`config.mk`:
```
export PLATFORM = sky130hd
export DESIGN_NAME = vec_packer
export DESIGN_NICKNAME = d
export VERILOG_FILES = /design/src/rtl/vec_packer.sv
export SDC_FILE = /design/constraint.sdc
export NUM_CORES = 1
export LEC_CHECK = 0
export CAP_MARGIN = 20
export CORE_AREA = 2 2 320 322
export DETAILED_ROUTE_END_ITERATION = 10
export DIE_AREA = 0 0 322 324
export GPL_TIMING_DRIVEN = 0
export PLACE_DENSITY = 0.62
export SYNTH_ARGS = -nofsm -noshare
export SYNTH_HDL_FRONTEND = slang
export SYNTH_SLANG_ARGS = --single-unit
```
`constraint.sdc`:
```
create_clock -name clk -period 5.45 [get_ports clk]
set_clock_uncertainty 0.2 [all_clocks]
set_input_delay 0.545 -clock clk [delete_from_list [all_inputs] [get_ports clk]]
set_output_delay 0.545 -clock clk [all_outputs]
set_load 0.02 [all_outputs]
```
`src/rtl/vec_packer.sv`:
```
// Serial-to-parallel packer: collects FIXED-bit elements into an NELEM-wide vector.
// Optional macro VEC_PACKER_SCALE_EN stores each element arithmetically shifted right by 8.

module vec_packer_slot #(
    parameter int FIXED = 32
) (
    input  logic             clk,
    input  logic             rst_n,
    input  logic             i_wr,
    input  logic             i_clr,
    input  logic [FIXED-1:0] i_d,
    output logic [FIXED-1:0] o_q
);
    logic [FIXED-1:0] r_q;

    always_ff @(posedge clk or negedge rst_n) begin
        if (!rst_n)     r_q <= '0;
        else if (i_wr)  r_q <= i_d;
        else if (i_clr) r_q <= '0;
    end

    assign o_q = r_q;
endmodule

module vec_packer #(
    parameter int FIXED = 32,
    parameter int NELEM = 24
) (
    input  logic                       clk,
    input  logic                       rst_n,
    input  logic [FIXED-1:0]           in_data,
    input  logic                       in_valid,
    output logic                       in_ready,
    input  logic                       flush,
    output logic [NELEM*FIXED-1:0]     out_vec,
    output logic                       out_valid,
    input  logic                       out_ready,
    output logic [$clog2(NELEM+1)-1:0] out_count
);
    localparam int CW = $clog2(NELEM+1);

    typedef enum logic {FILL, HOLD} state_t;

    state_t          r_state, w_state_nxt;
    logic [CW-1:0]   r_wr_idx, r_count, w_wr_nxt;
    logic            w_in_ready, w_accept, w_last, w_flush, w_hshk;
    logic [FIXED-1:0] w_din;

`ifdef VEC_PACKER_SCALE_EN
    assign w_din = $signed(in_data) >>> 8;
`else
    assign w_din = in_data;
`endif

    always_ff @(posedge clk or negedge rst_n) begin
        if (!rst_n) r_state <= FILL;
        else        r_state <= w_state_nxt;
    end

    // A flush only counts if the vector holds at least one element after this cycle's store.
    always_comb begin
        w_in_ready  = (r_state == FILL);
        w_accept    = in_valid & w_in_ready;
        w_last      = w_accept && (r_wr_idx == CW'(NELEM-1));
        w_wr_nxt    = r_wr_idx + CW'(w_accept);
        w_flush     = flush && w_in_ready && (w_wr_nxt != '0);
        w_hshk      = (r_state == HOLD) && out_ready;
        w_state_nxt = r_state;
        case (r_state)
            FILL: if (w_last || w_flush) w_state_nxt = HOLD;
            HOLD: if (w_hshk)            w_state_nxt = FILL;
            default:                     w_state_nxt = FILL;
        endcase
    end

    always_ff @(posedge clk or negedge rst_n) begin
        if (!rst_n) begin
            r_wr_idx <= '0;
            r_count  <= '0;
        end else begin
            if (w_hshk)        r_wr_idx <= '0;
            else if (w_accept) r_wr_idx <= w_wr_nxt;
            if (w_last || w_flush) r_count <= w_wr_nxt;
        end
    end

    // Slots at or above the post-store index are zero-padded on a flush.
    for (genvar i = 0; i < NELEM; i++) begin : g_slot
        localparam logic [CW-1:0] IDX = CW'(i);
        vec_packer_slot #(.FIXED(FIXED)) u_slot (
            .clk   (clk),
            .rst_n (rst_n),
            .i_wr  (w_accept && (r_wr_idx == IDX)),
            .i_clr (w_flush && (w_wr_nxt <= IDX)),
            .i_d   (w_din),
            .o_q   (out_vec[i*FIXED +: FIXED])
        );
    end

    assign in_ready  = w_in_ready;
    assign out_valid = (r_state == HOLD);
    assign out_count = r_count;
endmodule

```
# [After elaboration in Yosys (flattened, before gate mapping)]
# Cells that the tools add are included.
[word_totals] latch_bits=0 word_cells=209 romBits=0 n_memories=0 output_inout_bits=775 regBits=779 input_bits=37 ramBits=0
[op_classes] n_bitwise=2 n_eq_ne=23 muxes=53 n_div=0 shifts=0 mul=0 order_cmp=24 n_reduce_logical=79 add_sub_neg=1
[ops] op="$mux 32" count=48
[ops] op="$logic_and 1x1->1" count=51
[ops] op="$reduce_bool 2->1" count=25
[ops] op="$eq 5x4->1 const B" count=8
[ops] op="$eq 5x5->1 const B" count=8
[ops] op="$le 5x4->1 const B" count=8
[ops] op="$le 5x5->1 const B" count=8
[ops] op="$eq 5x3->1 const B" count=4
[ops] op="$le 5x3->1 const B" count=4
[ops] op="$eq 5x2->1 const B" count=2
[ops] op="$le 5x1->1 const B" count=2
[ops] op="$le 5x2->1 const B" count=2
[ops] op="$mux 5" count=2
[ops] op="$add 5x1->5" count=1
[ops] op="$eq 5x1->1 const B" count=1
[ops] op="$logic_not 5->1" count=1
[ops] op="$reduce_bool 5->1" count=1
[ops] op="$mux 1" count=2
[ops] op="$pmux 1 s2" count=1
[ops] op="$and 1x1->1" count=1
[ops] op="$logic_or 1x1->1" count=1
[ops] op="$not 1->1" count=1

# [Logic depth before layout (Yosys ltp)]
[logic_depth] depth_word=8 mapped_depth=14 ltp_nobuf=10

# [Hierarchy]
# A second synthesis with hierarchy kept.
[hier_totals] cells_unflattened=1886 area_unflattened_um2=29418.2
[by_module_without_submodules] mod="vec_packer_slot" seq_area_each_um2=800.8 n_inst=24 area_each_um2=1173.6 cells_per_inst=72
[by_module_without_submodules] mod="vec_packer" seq_area_each_um2=275.3 n_inst=1 area_each_um2=1251.2 cells_per_inst=158

# [Worst setup path after synthesis]
# OpenSTA, ideal clock, no wires.
[synth_timing] path_type="flip-flop to flip-flop" from="register r_state (netlist: out_valid)" to="register g_slot[20].u_slot.r_q[10]" stages_incl_launch_ff=14 t_required_ps=5184 path_buffers=3 period_less_slack_ps=3284 setup_time_ps=66 arrival_ps=3019 slack_ps=2166 cell_sequence="dfrtp_1 buf_2 inv_1 nand2_1 inv_1 ha_1 ha_1 or2_2 nor2_2 a211oi_1 buf_4 a2111oi_4 buf_6 a22o_1"
[synth_via] elab_chain_len=7 elab_cells_between_ends=11 cone_classes="add/sub (1); order compare (1); mux (1); bitwise (2); reduce/logical (6)"
[synth_rtl] item="start: declaration" line="44" source="state_t r_state, w_state_nxt;"
[synth_rtl] item="start signal: assignment" line="57" source="else r_state <= w_state_nxt;"
[synth_rtl] item="$not 1->1 *"
[synth_rtl] item="net in_ready" line="33" source="output logic in_ready,"
[synth_rtl] item="$and 1x1->1 *" line="63" source="w_accept = in_valid & w_in_ready;"
[synth_rtl] item="$add 5x1->5 *" line="65" source="w_wr_nxt = r_wr_idx + CW'(w_accept);"
[synth_rtl] item="net w_wr_nxt[1]" line="45" source="logic [CW-1:0] r_wr_idx, r_count, w_wr_nxt;"
[synth_rtl] item="branches (longest 2 deep; another with $le 5x5->1)"
[synth_rtl] item="$logic_and 1x1->1 *" line="94" source=".i_clr (w_flush && (w_wr_nxt <= IDX)),"
[synth_rtl] item="$reduce_bool 2->1 (no source line) *"
[synth_rtl] item="end signal: assignment" line="18" source="else if (i_wr) r_q <= i_d;"
[synth_rtl] item="end: declaration" line="14" source="logic [FIXED-1:0] r_q;"
# Mark *: on every way through the listed nets, which the timed path passes.
# A chain may end at the register's enable or synchronous reset.

# [Worst setup path in the final report]
[layout_timing] from="register r_state (netlist: out_valid)" to="register g_slot[18].u_slot.r_q[13]"
[layout_via] elab_chain_len=7 elab_cells_between_ends=11 cone_classes="add/sub (1); order compare (1); mux (1); bitwise (2); reduce/logical (6)"
[layout_rtl] item="$not 1->1 *"
[layout_rtl] item="$and 1x1->1 *" line="63"
[layout_rtl] item="$add 5x1->5 *" line="65"
[layout_rtl] item="net w_wr_nxt[1]" line="45"
[layout_rtl] item="branches (longest 2 deep; another with $le 5x5->1)"
[layout_rtl] item="$logic_and 1x1->1 *" line="94"
[layout_rtl] item="$reduce_bool 2->1 (no source line) *"
[layout_rtl] item="end signal: assignment" line="18"
[layout_rtl] item="end: declaration" line="14"
# Marks and branches as above.

==> metrics.md <==
| Metric | Value |
|---|---|
| Most common library cells after synthesis | `dfrtp_1, nand2_1, a22o_1, a21oi_1, clkbuf_1` |
| Setup crit end kind | `register` |
| Startpoint of the lowest-slack hold path | `g_slot[23].u_slot.o_q[4]` |
| EDFF count, synth | `0` |
| Routability cong. | `0.8532` |
| Area added between synthesis and finish | `45.02%` |
| Setup repair after global routing missed its margin | `false` |
| Initial DRC count | `2,118` |
| Die area | `104,300 µm²` |
| Die H | `324 µm` |
| Synth area leaders | `dfrtp_1, a22o_1, nand2_1` |
| Vias | `24.95k` |
| Crit start category | `register` |
| Critical path's slowest cell | `a211oi_2` |
| Required @ worst endpoint | `5.84 ns` |
| Initial Util | `29.15%` |
| Post-Syn Instances | `2,541` |
| Buffers added on ports | `811` |
| Most common cell in the netlist | `dfrtp_1` |
| Clock Latency Late Sink | `0.69 ns` |
| Worst reg-to-reg setup slack | `1.14 ns` |
| Max IR drop VDD | `0.0003297 V` |
| Outcome | `complete, no violations` |
| DIE WIDTH | `322 µm` |
| Root Buffer | `clkbuf_16` |
| Crit-path cells | `buf_2, inv_1, nand2_1, inv_1, ha_1, ha_1, or2_2, nor2_2, a211oi_1, buf_4, a211oi_2, buf_2, a22o_1` |
| Post-CTS setup buffers | `0` |
| Row count | `117` |
| Max-cap violations | `0` |
| H-tree Lvls | `3` |
| Fin Setup TNS | `0 ns` |
| Final Critical Period | `4.308 ns` |
| Yosys top cell area share | `66.20%` |
| GR Overflow Total | `0` |
| FMAX | `232.1 MHz` |
| Deepest clock path buffer count | `3` |
| GRT Total Usage | `25.56%` |
| Number of buffers created by CTS | `87` |
| Pin count of the biggest net entering global routing | `119` |
| Share of post-route cells with drive strength above 1 | `8.084%` |
| First-pass GRT wire length | `190,900 µm` |
| CTS tree | `yes` |
| Area leader, netlist | `dfrtp_1` |
| Leak | `18.52 nW` |
| Worst r2r src | `out_valid` |
| Yosys warns | `0` |
| Synth unique cells | `47` |
| Clock tree sinks | `779` |
| Routed WL per cell | `28.15 µm` |
| Post-CTS resize count | `0` |
| Fraction of registers with async set/reset | `100.0%` |
| Top_reg_cell synth | `dfrtp_1` |
| Hold-fix buffers at CTS | `1` |
| Number of global-route vias before repair | `25.05k` |
| Syn nets | `2,581` |
| Total wire length | `136,500 µm` |
| WHS | `0.2931 ns` |
| DR DRC count | `0` |
| Worst hold path class | `register to register` |
| Final period util | `79.05%` |
| Critical path peak fanout | `10` |
| Synth Cell Area | `29,450 µm²` |
| Clk slew on worst S/H paths | `0.06 ns` |
| Post-DP HPWL | `96,860 µm` |
| Pwr dens | `398.2 nW/µm²` |
| Final hold vios | `0` |
| Sequential cell area | `19,490 µm²` |
| Final ANT Viol Nets | `0` |
| Crit path kind | `register to register` |
| Crit-path max cell delay | `0.83 ns` |
| Core region area | `101,000 µm²` |
| Worst hold path depth | `1` |
| Initial antenna violation count | `9` |
| Pre-Repair DR Iteration Count | `5` |
| Ports | `812` |
| Slew @ Worst Pin | `1.174 ns` |
| #FFs+latches synth | `779` |
| Syn Area/Cell | `11.59 µm²` |
| Fillcell total | `9,617` |
| Count of nets after finishing | `3,507` |
| Final Max Tran Viols | `0` |
| Critical path launch point | `out_valid` |
| FF-to-FF path depth | `13` |
| Max_slew headroom | `21.76%` |
| Final setup fails | `0` |
| Via density | `5.143` |
| Multi-input gate area | `8929 µm²` |
| Arr. time, crit path | `4.70 ns` |
| Register area share after synthesis | `66.20%` |
[per-layer routing]
| metal | global-route usage [%] | part of all wire, % | vias to the layer above | routed length, µm |
|---|---|---|---|---|
| met1 | 32.43 | 40 | 12770 | 54890 |
| li1 | - | - | 10730 | - |
| met5 | 0 | 0.0073 | - | 10 |
| met4 | 11.96 | 4.9 | 2 | 6674 |
| met3 | 7.311 | 8.8 | 267 | 12020 |
| met2 | 40.29 | 46 | 1175 | 62940 |
[final timing paths]
path / to
max: g_slot[18].u_slot.o_q[13]
min: g_slot[23].u_slot.o_q[4]
max reg2reg: g_slot[18].u_slot.o_q[13]
min reg2reg: g_slot[23].u_slot.o_q[4]
max in group asynchronous: g_slot[17].u_slot.o_q[5]
min in group asynchronous: g_slot[7].u_slot.o_q[21]
[final cells by class]
cell class	count	share of cell area [%]
Sequential cell	779	45.65
Clock inverter	38	1.187
Timing Repair Buffer	837	20.00
Inverter	4	0.03516
Buffer	254	2.441
Clock buffer	122	5.927
Multi-Input combinational cell	1504	20.91
Antenna cell	4	0.02344
Tap cell	1309	3.835
[placed cells by master (no fill, tap or decap), drive strengths merged, types with 2 or more instances in the layout]
cell type,synthesis,layout
diode,0,4
a211oi,3,3
and3,2,2
mux2,35,35
clkdlybuf4s50,0,810
xor2,2,2
clkinv,0,23
a31o,2,2
o21ai,104,104
a21oi,209,209
nand2,595,595
ha,3,3
a31oi,2,2
inv,4,8
and4,2,2
clkinvlp,0,3
a21o,3,3
or3,3,3
clkbuf,194,316
nor3b,5,5
nand2b,4,4
a22o,451,451
bufinv,0,8
nand3,15,15
buf,60,86
nor2,29,29
nand4,2,2
xnor2,5,5
nor3,10,10
dfrtp,779,779
nor2b,5,5
o22ai,3,3
[flip-flops by register name, summed over array words and instances, names as in the netlist]
register and flops:
g_slot.u_slot.o_q 768, out_count 5, r_wr_idx 5, out_valid 1
[critical path: cells and delay by family (launching register included)]
family | cells | cell delay [ns]
AOI/OAI and AO/OA | 3 | 1.19
adders and majority gates | 2 | 0.54
buffers and inverters | 5 | 1.13
and+or+nand+nor | 3 | 0.79
DFF | 1 | 0.34
[cells by family (layout without fill, tap and decap cells)]
logic type      Yosys count  count (layout)  synth area share [%]
simple gates            675             675                 9.105
other cells               0               4                     0
fa+ha+maj                 3               3                0.1275
mux                      36              36                 1.372
compound gates          783             783                 19.37
xor+xnor                  7               7                0.2337
flops                   779             779                 66.20
buf+inv                 258            1255                 3.590
[where the power goes]
part / total (W) / internal [W] / switching [W]
registers: 0.00646 / 0.00621 / 0.000247
clock network: 0.00626 / 0.00366 / 0.00260
logic: 0.00429 / 0.00143 / 0.00285
total: 0.0170 / 0.0113 / 0.00570
[metrics by stage]
| step | utilization (%) | std cells | setup slack (ns) | power, W | area, µm² |
|---|---|---|---|---|---|
| 2_1_floorplan | - | 2541 | 2.166 | 0.008607 | 29450 |
| 3_3_place_gp | 38.81 | 4661 | -32.71 | 0.01080 | 39200 |
| 3_5_place_dp | 39.23 | 4684 | 0.8655 | 0.01087 | 39630 |
| 4_1_cts | 42.25 | 4845 | 1.144 | 0.01715 | 42680 |
| 5_1_grt | 42.27 | 4847 | 1.009 | 0.01765 | 42700 |
| 6_report | 42.28 | 4851 | 1.142 | 0.01700 | 42710 |
(Power assumes the default switching activity.)
